**src/rtl/ro_pkg.sv**
```systemverilog
// ---------------------------------------------------------------------------
// ro_pkg -- shared types and constants for the ring-oscillator frequency
// counter.
//   ro_state_t      : measurement FSM state encoding
//   RO_SYNC_STAGES  : depth of the osc_in metastability synchronizer
//   RO_AVG_WINDOWS  : number of gate windows averaged when RO_FREQ_AVG_EN
//                     is defined
//   RO_FLUSH_CYCLES : cycles spent letting the synchronizer settle after
//                     the oscillator is enabled
// ---------------------------------------------------------------------------
package ro_pkg;

    typedef enum logic [1:0] {
        ST_IDLE  = 2'd0,
        ST_FLUSH = 2'd1,
        ST_COUNT = 2'd2,
        ST_DONE  = 2'd3
    } ro_state_t;

    localparam int RO_SYNC_STAGES  = 2;
    localparam int RO_AVG_WINDOWS  = 4;
    localparam int RO_FLUSH_CYCLES = 2;

endpackage

```
**src/rtl/ro_sync_edge.sv**
```systemverilog
// ---------------------------------------------------------------------------
// ro_sync_edge -- brings an asynchronous oscillator output into the clk
// domain through a flop synchronizer and emits a one-cycle pulse for every
// rising edge seen on the synchronized signal.
// Ports:
//   clk  in  system clock
//   rst  in  synchronous active-high reset, clears every flop
//   d    in  asynchronous input
//   rise out one-cycle pulse per synchronized rising edge
// ---------------------------------------------------------------------------
module ro_sync_edge
    import ro_pkg::*;
(
    input  logic clk,
    input  logic rst,
    input  logic d,
    output logic rise
);

    logic [RO_SYNC_STAGES-1:0] sync_q;
    logic                      last_q;

    always_ff @(posedge clk) begin
        if (rst) begin
            sync_q <= '0;
            last_q <= 1'b0;
        end else begin
            // NOTE: non-blocking assignments make every stage capture the
            // previous stage's old value, which is what forms a shift chain.
            sync_q <= {sync_q[RO_SYNC_STAGES-2:0], d};
            last_q <= sync_q[RO_SYNC_STAGES-1];
        end
    end

    assign rise = sync_q[RO_SYNC_STAGES-1] & ~last_q;

endmodule

```
**src/rtl/ro_freq_counter.sv**
```systemverilog
// ---------------------------------------------------------------------------
// ro_freq_counter -- measures a ring oscillator by counting its synchronized
// rising edges over a gate window of 2^GATE_LOG2 clk cycles.
// Sequence per start: IDLE -> FLUSH (2 cycles, oscillator on, nothing
// counted) -> COUNT (gate window) -> DONE (1 cycle, result valid) -> IDLE.
// Optional build macro RO_FREQ_AVG_EN: one start runs RO_AVG_WINDOWS
// back-to-back windows after a single FLUSH and reports their average.
// Parameters:
//   CNT_W     width of the edge counter and of count
//   GATE_LOG2 log2 of the gate window length in clk cycles (2..20)
// Ports:
//   clk      in  system clock
//   rst      in  synchronous active-high reset
//   osc_in   in  ring-oscillator output, asynchronous to clk
//   start    in  measurement request, honoured only in IDLE
//   osc_en   out ring enable, high in FLUSH and COUNT
//   busy     out high whenever the FSM is not IDLE
//   done     out one-cycle pulse, count/overflow are valid while it is high
//   count    out result of the last measurement, held until the next one
//   overflow out edge counter saturated during the last measurement
// ---------------------------------------------------------------------------
module ro_freq_counter
    import ro_pkg::*;
#(
    parameter int CNT_W     = 16,
    parameter int GATE_LOG2 = 10
) (
    input  logic             clk,
    input  logic             rst,
    input  logic             osc_in,
    input  logic             start,
    output logic             osc_en,
    output logic             busy,
    output logic             done,
    output logic [CNT_W-1:0] count,
    output logic             overflow
);

    localparam int                GATE_W     = GATE_LOG2 + 1;
    localparam logic [GATE_W-1:0] GATE_LAST  = GATE_W'((1 << GATE_LOG2) - 1);
    localparam logic [GATE_W-1:0] FLUSH_LAST = GATE_W'(RO_FLUSH_CYCLES - 1);
    localparam logic [CNT_W-1:0]  CNT_MAX    = '1;

    ro_state_t         state_q, state_d;
    logic [GATE_W-1:0] gate_q;
    logic [CNT_W-1:0]  edge_q, edge_d;
    logic              ovf_q, ovf_d;
    logic              edge_pulse;
    logic              flush_last, gate_last, last_window;
    logic [CNT_W-1:0]  result;
    logic              result_ovf;

    ro_sync_edge u_sync_edge (
        .clk  (clk),
        .rst  (rst),
        .d    (osc_in),
        .rise (edge_pulse)
    );

    // The gate counter also times FLUSH; it is cleared on every entry to
    // COUNT, including the hand-over between averaged windows.
    assign flush_last = (gate_q == FLUSH_LAST);
    assign gate_last  = (gate_q == GATE_LAST);

    // Saturating edge counter: an edge arriving at full scale is dropped and
    // remembered in the sticky overflow flag instead of wrapping.
    always_comb begin
        // NOTE: every always_comb output gets a default first so no path
        // leaves it unassigned and no latch is inferred.
        edge_d = edge_q;
        ovf_d  = ovf_q;
        if (edge_pulse) begin
            if (edge_q == CNT_MAX) ovf_d  = 1'b1;
            else                   edge_d = edge_q + CNT_W'(1);
        end
    end

`ifdef RO_FREQ_AVG_EN
    localparam int WIN_W = $clog2(RO_AVG_WINDOWS);
    localparam int ACC_W = CNT_W + WIN_W;

    logic [WIN_W-1:0] win_q;
    logic [ACC_W-1:0] acc_q, sum_d;
    logic             ovf_any_q;

    // edge_d already includes any edge in the window's final cycle.
    assign sum_d       = acc_q + ACC_W'(edge_d);
    assign last_window = (win_q == WIN_W'(RO_AVG_WINDOWS - 1));
    assign result      = sum_d[ACC_W-1:WIN_W];
    assign result_ovf  = ovf_any_q | ovf_d;

    always_ff @(posedge clk) begin
        if (rst || state_q == ST_FLUSH) begin
            win_q     <= '0;
            acc_q     <= '0;
            ovf_any_q <= 1'b0;
        end else if (state_q == ST_COUNT && gate_last) begin
            win_q     <= win_q + WIN_W'(1);
            acc_q     <= sum_d;
            ovf_any_q <= result_ovf;
        end
    end
`else
    assign last_window = 1'b1;
    assign result      = edge_d;
    assign result_ovf  = ovf_d;
`endif

    always_comb begin
        state_d = state_q;
        osc_en  = 1'b0;
        busy    = 1'b1;
        done    = 1'b0;
        case (state_q)
            ST_IDLE: begin
                busy = 1'b0;
                if (start) state_d = ST_FLUSH;
            end
            ST_FLUSH: begin
                osc_en = 1'b1;
                if (flush_last) state_d = ST_COUNT;
            end
            ST_COUNT: begin
                osc_en = 1'b1;
                if (gate_last && last_window) state_d = ST_DONE;
            end
            ST_DONE: begin
                done    = 1'b1;
                state_d = ST_IDLE;
            end
            default: state_d = ST_IDLE;
        endcase
    end

    // The result is captured at the close of the last window, so it is
    // already on count while done is high.
    always_ff @(posedge clk) begin
        if (rst) begin
            state_q  <= ST_IDLE;
            gate_q   <= '0;
            edge_q   <= '0;
            ovf_q    <= 1'b0;
            count    <= '0;
            overflow <= 1'b0;
        end else begin
            state_q <= state_d;
            case (state_q)
                ST_FLUSH: begin
                    gate_q <= flush_last ? '0 : gate_q + GATE_W'(1);
                    edge_q <= '0;
                    ovf_q  <= 1'b0;
                end
                ST_COUNT: begin
                    if (gate_last) begin
                        gate_q <= '0;
                        edge_q <= '0;
                        ovf_q  <= 1'b0;
                        if (last_window) begin
                            count    <= result;
                            overflow <= result_ovf;
                        end
                    end else begin
                        gate_q <= gate_q + GATE_W'(1);
                        edge_q <= edge_d;
                        ovf_q  <= ovf_d;
                    end
                end
                default: begin
                    gate_q <= '0;
                    edge_q <= '0;
                    ovf_q  <= 1'b0;
                end
            endcase
        end
    end

endmodule
```
**config.mk**
```make
export PLATFORM = sky130hd
export DESIGN_NAME = ro_freq_counter
export DESIGN_NICKNAME = d
export VERILOG_FILES = /design/src/rtl/ro_pkg.sv /design/src/rtl/ro_sync_edge.sv /design/src/rtl/ro_freq_counter.sv
export SDC_FILE = /design/constraint.sdc
export NUM_CORES = 1
export LEC_CHECK = 0
export ABC_CLOCK_PERIOD_IN_PS = 1900
export BUFFER_PORTS_ARGS = -buffer_cell sky130_fd_sc_hd__buf_2
export CAP_MARGIN = 20
export CORE_MARGIN = 2
export CORE_UTILIZATION = 54
export CTS_BUF_LIST = sky130_fd_sc_hd__clkbuf_8
export CTS_CLUSTER_SIZE = 25
export DETAILED_ROUTE_END_ITERATION = 12
export PLACE_DENSITY = 0.77
export REMOVE_ABC_BUFFERS = 1
export SYNTH_ARGS = -nofsm -noshare
export SYNTH_HDL_FRONTEND = slang
export SYNTH_SLANG_ARGS = --single-unit
```
**constraint.sdc**
```tcl
create_clock -name clk -period 1.9 [get_ports clk]
set_input_delay 0.19 -clock clk [delete_from_list [all_inputs] [get_ports clk]]
set_output_delay 0.19 -clock clk [all_outputs]
set_load 0.05 [all_outputs]
```
==> impl_metrics.toml, run 1 <==
[synthesis]
postSynthAreaPerCell_um2 = 8.82
synth_warnings = 0
synth_adder_area_share_pct = 4.52
synth_xor_area_share_pct = 6.33
syn-instance-count = 251
mux_share_of_post_synthesis_cell_area_pct = 1.47
flip_flop_and_latch_count_after_synthesis = 50
largest_family_of_logic_cells_by_synthesized_area = "simple AND/OR/NAND/NOR gates"
synth.cells.most_frequent = "sky130_fd_sc_hd__dfxtp_1 (50), sky130_fd_sc_hd__nor2_1 (42), sky130_fd_sc_hd__nand2_1 (23), sky130_fd_sc_hd__nand3_1 (13), sky130_fd_sc_hd__a211oi_1 (11)"
synth_top_area_share_pct = 45.2
synth-main-ff-cell = "sky130_fd_sc_hd__dfxtp_1"
post_synth_instance_area_um2 = 2210
fraction_of_the_yosys_area_taken_by_sequential_cells_pct = 45.2
synth.top_cells.by_area = "sky130_fd_sc_hd__dfxtp_1 (45%), sky130_fd_sc_hd__nor2_1 (7.1%), sky130_fd_sc_hd__ha_1 (4.5%)"
synth-simple-area-share_pct = 28.9
synth_compound_gate_area_share_pct = 10.6
edff_count_synth = 0
yosys.cell_count.top_type = "sky130_fd_sc_hd__dfxtp_1"
synth_cell_type_count = 41
synth.largest_area_cell = "sky130_fd_sc_hd__dfxtp_1"
postSynth.asyncResetShare_pct = 0

[worst_setup_path]
element_type_at_the_critical_path_end = "flip-flop"
critical_path_required_ns = 2.09
worstPathMaxFanout = 4
startpoint_type = "flip-flop"
critical_path_class = "reg -> reg"
cp.arrival_ns = 2.01

[place]
buffer_ports.inserted = 23
dp_hpwl_um = 3140
globalplace.congestion = 0.874

[grt]
first_global_vias = 1700
grt_first_pass_wirelength_um = 7310
grt_max_degree = 28
grt-ovfl-total = 0
antenna_violations_before_repair = 0
grt_use_total_pct = 21.2

[sta]
final_hold_viol_count = 0
rsz_0062_raised_after_global_routing = "yes"
final.period_utilization_pct = 95.5
finClkSkew_ns = 0.00609
max_clock_freq_ghz = 0.551
fin_tns_setup_ns = 0
timing_max_transition_violations_final = 0
finalSetupViolations = 0
post-route-min-period_ns = 1.81
worst-slew-pin-transition_ns = 0.389
slew_headroom_pct = 74.0

[power]
power_switching_uw = 694
cellInternalPower_mw = 1.54
finalPower_mw = 2.23
sw_frac_of_total_pct = 31.1
clockPowerShare_pct = 27.7
power_density_nw_per_um2 = 841
power_frac_seq_pct = 49.3
static-leakage-power_nw = 1.00
vdd_drop_max_mv = 0.780
p_comb_share_pct = 23.0

[layout]
insertedDiodeCount = 0
flow.area_growth_from_synthesis_pct = 20.0
final_nets = 308
post_route_cells_drive_above_1_share_pct = 22.6

[routing]
drt_pre_antenna_iters = 4
drtIter0Drc = 129
wire_per_inst_um = 12.5
antenna_violating_nets_post_route = 0
vias_per_cell = 5.37
routed_wl_um = 4320
drt_drc_violations_left = 0
via_count = 1864

[clock_tree]
cts_num_sinks = 50
cts_inserted_buffers = 5
cts.clk_slew.worst_paths_ns = 0.08
cts_root_buf = "sky130_fd_sc_hd__clkbuf_8"
insertion_delay_ns = 0.30
cts_tree = "done"
clockBufferDepth = 2
ctsHtreeMaxLevel = 2

[floorplanning]
design.core.area_um2 = 3970
dieWidth_um = 68.0
ios = 24
core.rowCount = 23
initial_cell_density_of_the_core_pct = 55.8
design.die.area_um2 = 4630
chipHeight_um = 68.0

[outcome]
run_status = "complete, no violations"

[worst_hold_path]
hold_class = "in -> reg"

[flow_run]
cap_violations = 0
-- critical path, stage by stage (launching register included) --
cell and delay (ns):
sky130_fd_sc_hd__dfxtp_1 0.39, sky130_fd_sc_hd__nand3_1 0.15, sky130_fd_sc_hd__or4_4 0.51, sky130_fd_sc_hd__a221o_1 0.38, sky130_fd_sc_hd__o311a_1 0.29
-- final timing paths --
| check | start | end | slack [ns] | cells past startpoint |
|---|---|---|---|---|
| max | gate_q[7] | state_q[0] | 0.09 | 4 |
| max reg2reg | gate_q[7] | state_q[0] | 0.09 | 4 |
| min | osc_in | u_sync_edge.sync_q[0] | 0.1 | 2 |
| min reg2reg | u_sync_edge.sync_q[0] | u_sync_edge.sync_q[1] | 0.44 | 1 |
-- power by group through the flow --
stage | Sequential (mW) | Clock [mW] | Combinational (mW)
floorplan | 1.12 | 0 | 0.368
global placement | 1.12 | 0 | 0.505
detailed placement | 1.12 | 0 | 0.515
CTS | 1.10 | 0.642 | 0.516
global route | 1.11 | 0.694 | 0.565
finish | 1.10 | 0.619 | 0.513
-- final cells by class --
| type | instances | area [um2] |
|---|---|---|
| fillers | 342 | 1310 |
| multi-input cells | 186 | 1160 |
| flip-flops and latches | 50 | 1000 |
| repair buffers | 45 | 305 |
| clock buffers | 6 | 82.6 |
| well taps | 50 | 62.6 |
| inverters | 8 | 30.0 |
| clock inverters | 2 | 8.76 |
-- placed cells by master (no fill, tap or decap), drive strengths merged, types with 2 or more instances in the layout --
master and n:
a211oi 11, a31oi 3, nor4 7, and4 3, ha 8, nor2 42, dfxtp 50, nand3b 3
xnor2 8, o211ai 2, nor2b 6, buf 45, inv 9, nand2 23, mux2 2, and3 3
nand3 13, and2 6, nor3b 3, clkbuf 6, nand4 9, a21oi 10, xor2 8, o21ai 2
-- stage by stage --
stage | cells | utilization [%] | instance area, um2 | setup slack [ns] | hold slack (ns)
floorplan | 244 | - | 2180 | -0.147 | 0.259
global placement | 338 | 63.9 | 2540 | 0.0432 | 0.400
detailed placement | 338 | 63.9 | 2540 | 0.0140 | 0.406
CTS | 346 | 66.3 | 2630 | 0.0305 | 0.0870
global route | 347 | 66.9 | 2660 | -0.0385 | 0.107
finish | 347 | 66.9 | 2660 | 0.0851 | 0.0972
-- cell families (layout without fill, tap and decap cells) --
group / count (synthesis) / count (layout)
AO/OA/AOI/OAI: 34 / 34
buffers and inverters: 15 / 61
multiplexers: 3 / 3
XOR/XNOR: 16 / 16
adder cells (fa/ha/maj): 8 / 8
AND/OR/NAND/NOR: 125 / 125
flip-flops: 50 / 50
-- sequential cells by signal, indices dropped and copies added, names as in the netlist --
register,flops
count,16
edge_q,16
gate_q,11
overflow,1
ovf_q,1
state_q,2
u_sync_edge.last_q,1
u_sync_edge.sync_q,2
-- per-layer routing --
metal / up-vias / routed length, um / track usage, %
met5: - / 0 / 0
met4: 0 / 63 / 7.50
met3: 6 / 193 / 5.43
met2: 26 / 2160 / 37.7
met1: 852 / 1910 / 24.4
li1: 980 / - / -
-- repair_timing --
action	4_1_cts	5_1_grt
pin swaps	2	1
endpoints found under the setup margin	1	17
hold buffers	0	0
setup buffers	0	1
resized for setup	3	4
No activity file was read; power rests on OpenSTA's default activity.
==> run 2: changes to the inputs <==
Settings changed: ABC_AREA set to 1, ABC_CLOCK_PERIOD_IN_PS 1900 to 1700, CORE_UTILIZATION 54 to 60, PLACE_DENSITY 0.77 to 0.8.
Clock period 1.9 ns to 1.7 ns, I/O delays scaled along.
==> run 2 against run 1 <==
- synthesized cell count grew 49%
- total power grew 8.0%
- combinational power grew 5.5%
- global-route usage grew 1.2 points
- via count grew 27%
- sequential cell count is the same
- cell count grew 33%
- synthesized area grew 18%
- wire length grew 28%
- fmax grew 11%
- first-iteration DRC count shrank 9.3%
==> impl_metrics.toml, run 2 <==
[outcome]
run_status = "complete, no violations"

[sta]
finalSetupViolations = 0
final.period_utilization_pct = 96.2
fin_tns_setup_ns = 0
max_clock_freq_ghz = 0.612
finClkSkew_ns = 0.00453
post-route-min-period_ns = 1.64
hold-worst-slack_ns = 0.0740
timing_max_transition_violations_final = 0
worst-slew-pin-transition_ns = 0.303
slew_headroom_pct = 79.6
final_hold_viol_count = 0

[grt]
grt-ovfl-total = 0
grt_max_degree = 33
first_global_vias = 2178
antenna_violations_before_repair = 0
grt_first_pass_wirelength_um = 8910
grt_use_total_pct = 22.4

[synthesis]
postSynthAreaPerCell_um2 = 7.00
synth_warnings = 0
fraction_of_the_yosys_area_taken_by_sequential_cells_pct = 38.2
edff_count_synth = 0
postSynth.asyncResetShare_pct = 0
synth.top_cells.by_area = "sky130_fd_sc_hd__dfxtp_1 (38%), sky130_fd_sc_hd__nand2_1 (12%), sky130_fd_sc_hd__inv_1 (7.2%)"
synth-main-ff-cell = "sky130_fd_sc_hd__dfxtp_1"
flip_flop_and_latch_count_after_synthesis = 50
yosys.cell_count.top_type = "sky130_fd_sc_hd__nand2_1"
synth_cell_type_count = 28
synth.cells.most_frequent = "sky130_fd_sc_hd__nand2_1 (82), sky130_fd_sc_hd__dfxtp_1 (50), sky130_fd_sc_hd__inv_1 (50), sky130_fd_sc_hd__nor2_1 (48), sky130_fd_sc_hd__nand3_1 (31)"
post_synth_instance_area_um2 = 2620
synth.largest_area_cell = "sky130_fd_sc_hd__dfxtp_1"
syn-instance-count = 374
synth_top_area_share_pct = 38.2

[place]
buffer_ports.inserted = 23
dp_hpwl_um = 3800
globalplace.congestion = 0.892

[worst_setup_path]
path_delay_family = "simple AND/OR/NAND/NOR gates"
timing.critical_path.mode_cell = "sky130_fd_sc_hd__nand2_2"
crit_slowest_cell = "sky130_fd_sc_hd__dfxtp_4"
startpoint_type = "flip-flop"
cpPeakStageDelay_ns = 0.37
worstPathMaxFanout = 8
cp.arrival_ns = 1.85
element_type_at_the_critical_path_end = "flip-flop"
path_cells = "ha_4 -> nand2_2 -> nor2_4 -> nand2_2 -> nor2_2 -> nand2_2 -> nor2_8 -> clkbuf_16 -> nand3_1 -> nand2_1 -> inv_1"
critical_path_class = "reg -> reg"
critPathBufInv = 2
critical_path_required_ns = 1.91

[layout]
post_route_cells_drive_above_1_share_pct = 21.2
multi_input_area_um2 = 1390
final_nets = 422
layout.cells.most_common = "sky130_fd_sc_hd__nand2_1"
fill_cells = 366
seq_area_um2 = 1010
layout_top_registers = "count: 16 flops, edge_q: 16 flops, gate_q: 11 flops"
mostFrequentLayoutCells = "sky130_fd_sc_hd__nand2_1 (81), sky130_fd_sc_hd__inv_1 (52), sky130_fd_sc_hd__nor2_1 (48), sky130_fd_sc_hd__dfxtp_1 (48), sky130_fd_sc_hd__nand3_1 (31)"
flow.area_growth_from_synthesis_pct = 14.7
insertedDiodeCount = 0

[clock_tree]
cts_hold_repair.buffers = 0
clockBufferDepth = 2
cts_root_buf = "sky130_fd_sc_hd__clkbuf_8"
ctsHtreeMaxLevel = 2
cts_inserted_buffers = 5
cts.clk_slew.worst_paths_ns = 0.08
cts_tree = "done"
insertion_delay_ns = 0.30
cts_num_sinks = 50

[floorplanning]
design.core.area_um2 = 4260
dieWidth_um = 70.1
initial_cell_density_of_the_core_pct = 61.4
core.rowCount = 24
ios = 24
design.die.area_um2 = 4910
chipHeight_um = 70.1

[power]
power_density_nw_per_um2 = 804
static-leakage-power_nw = 1.33
vdd_drop_max_mv = 0.462

[flow_run]
cap_violations = 0

[routing]
antenna_violating_nets_post_route = 0
drtIter0Drc = 117
via_count = 2363
vias_per_cell = 5.11
drt_drc_violations_left = 0
routed_wl_um = 5550
drt_pre_antenna_iters = 4
wire_per_inst_um = 12.0

[worst_hold_path]
hold_class = "in -> reg"
-- run 2: cell count changes after synthesis, moves of 6 or more --
cell,before,now
sky130_fd_sc_hd__inv_1,8,50
sky130_fd_sc_hd__nor2_1,42,48
sky130_fd_sc_hd__a211oi_1,11,1
sky130_fd_sc_hd__nor2_2,0,26
sky130_fd_sc_hd__nor2b_1,6,0
sky130_fd_sc_hd__nand2_1,23,82
sky130_fd_sc_hd__o21ai_0,2,13
sky130_fd_sc_hd__nand3_1,13,31
sky130_fd_sc_hd__xnor2_1,8,1
sky130_fd_sc_hd__nor4_1,7,0
-- run 2: per-stage QoR --
stage,cell area (um2),utilization (%),setup slack [ns],power (mW),cells
floorplan,2550,-,0.0303,1.65,366
global placement,2810,65.8,0.0648,1.78,450
detailed placement,2810,65.8,0.0321,1.79,450
CTS,2880,67.6,0.0161,2.43,457
global route,3000,70.4,-0.0520,2.55,462
finish,3000,70.4,0.0647,2.41,462
-- run 2: cell families after synthesis --
kind of cell / Yosys count / synth area share [%]
AOI/OAI and AO/OA: 36 / 7.26
xor gates and xnor gates: 8 / 2.68
adders and majority gates: 8 / 3.82
buffers and inverters: 60 / 10.2
DFF: 50 / 38.2
and+or+nand+nor: 212 / 37.8
-- run 2: worst paths after layout --
kind | start | end | slack (ns) | depth (start not counted)
min | osc_in | u_sync_edge.sync_q[0] | 0.07 | 3
max reg2reg | gate_q[1] | count[8] | 0.06 | 11
min reg2reg | u_sync_edge.sync_q[0] | u_sync_edge.sync_q[1] | 0.41 | 2
max | gate_q[1] | count[8] | 0.06 | 11
-- run 2: metal layers --
metal | routed length [um] | GRT usage (%) | share of wire, %
met5 | 0 | 0 | 0
met4 | 68 | 7.48 | 1.2
met3 | 224 | 6.20 | 4.0
met2 | 2840 | 40.3 | 51
met1 | 2420 | 25.4 | 44
-- run 2: area by class of cell --
class	count	share of cell area, %
flip-flops and latches	50	33.5
clock inverters	2	0.250
inverters	52	6.50
repair buffers	37	9.04
well taps	52	2.17
multi-input cells	264	46.2
clock buffers	5	2.29
-- run 2: repair_timing --
action                     in CTS  in global routing
setup endpoints to repair       0                 28
gates resized for setup         0                 11
setup buffers                   0                  2
-- run 2: power breakdown --
part,internal [mW],switching (mW)
Combinational,0.162,0.379
Clock,0.272,0.374
Sequential,1.20,0.0249
-- run 2: worst reg2reg max path, stage by stage, from the launching register on --
cell and delay, ns:
sky130_fd_sc_hd__dfxtp_4 0.37, sky130_fd_sc_hd__ha_4 0.13, sky130_fd_sc_hd__nand2_2 0.07, sky130_fd_sc_hd__nor2_4 0.10, sky130_fd_sc_hd__nand2_2 0.09, sky130_fd_sc_hd__nor2_2 0.10, sky130_fd_sc_hd__nand2_2 0.10, sky130_fd_sc_hd__nor2_8 0.20
sky130_fd_sc_hd__clkbuf_16 0.19, sky130_fd_sc_hd__nand3_1 0.09, sky130_fd_sc_hd__nand2_1 0.07, sky130_fd_sc_hd__inv_1 0.03
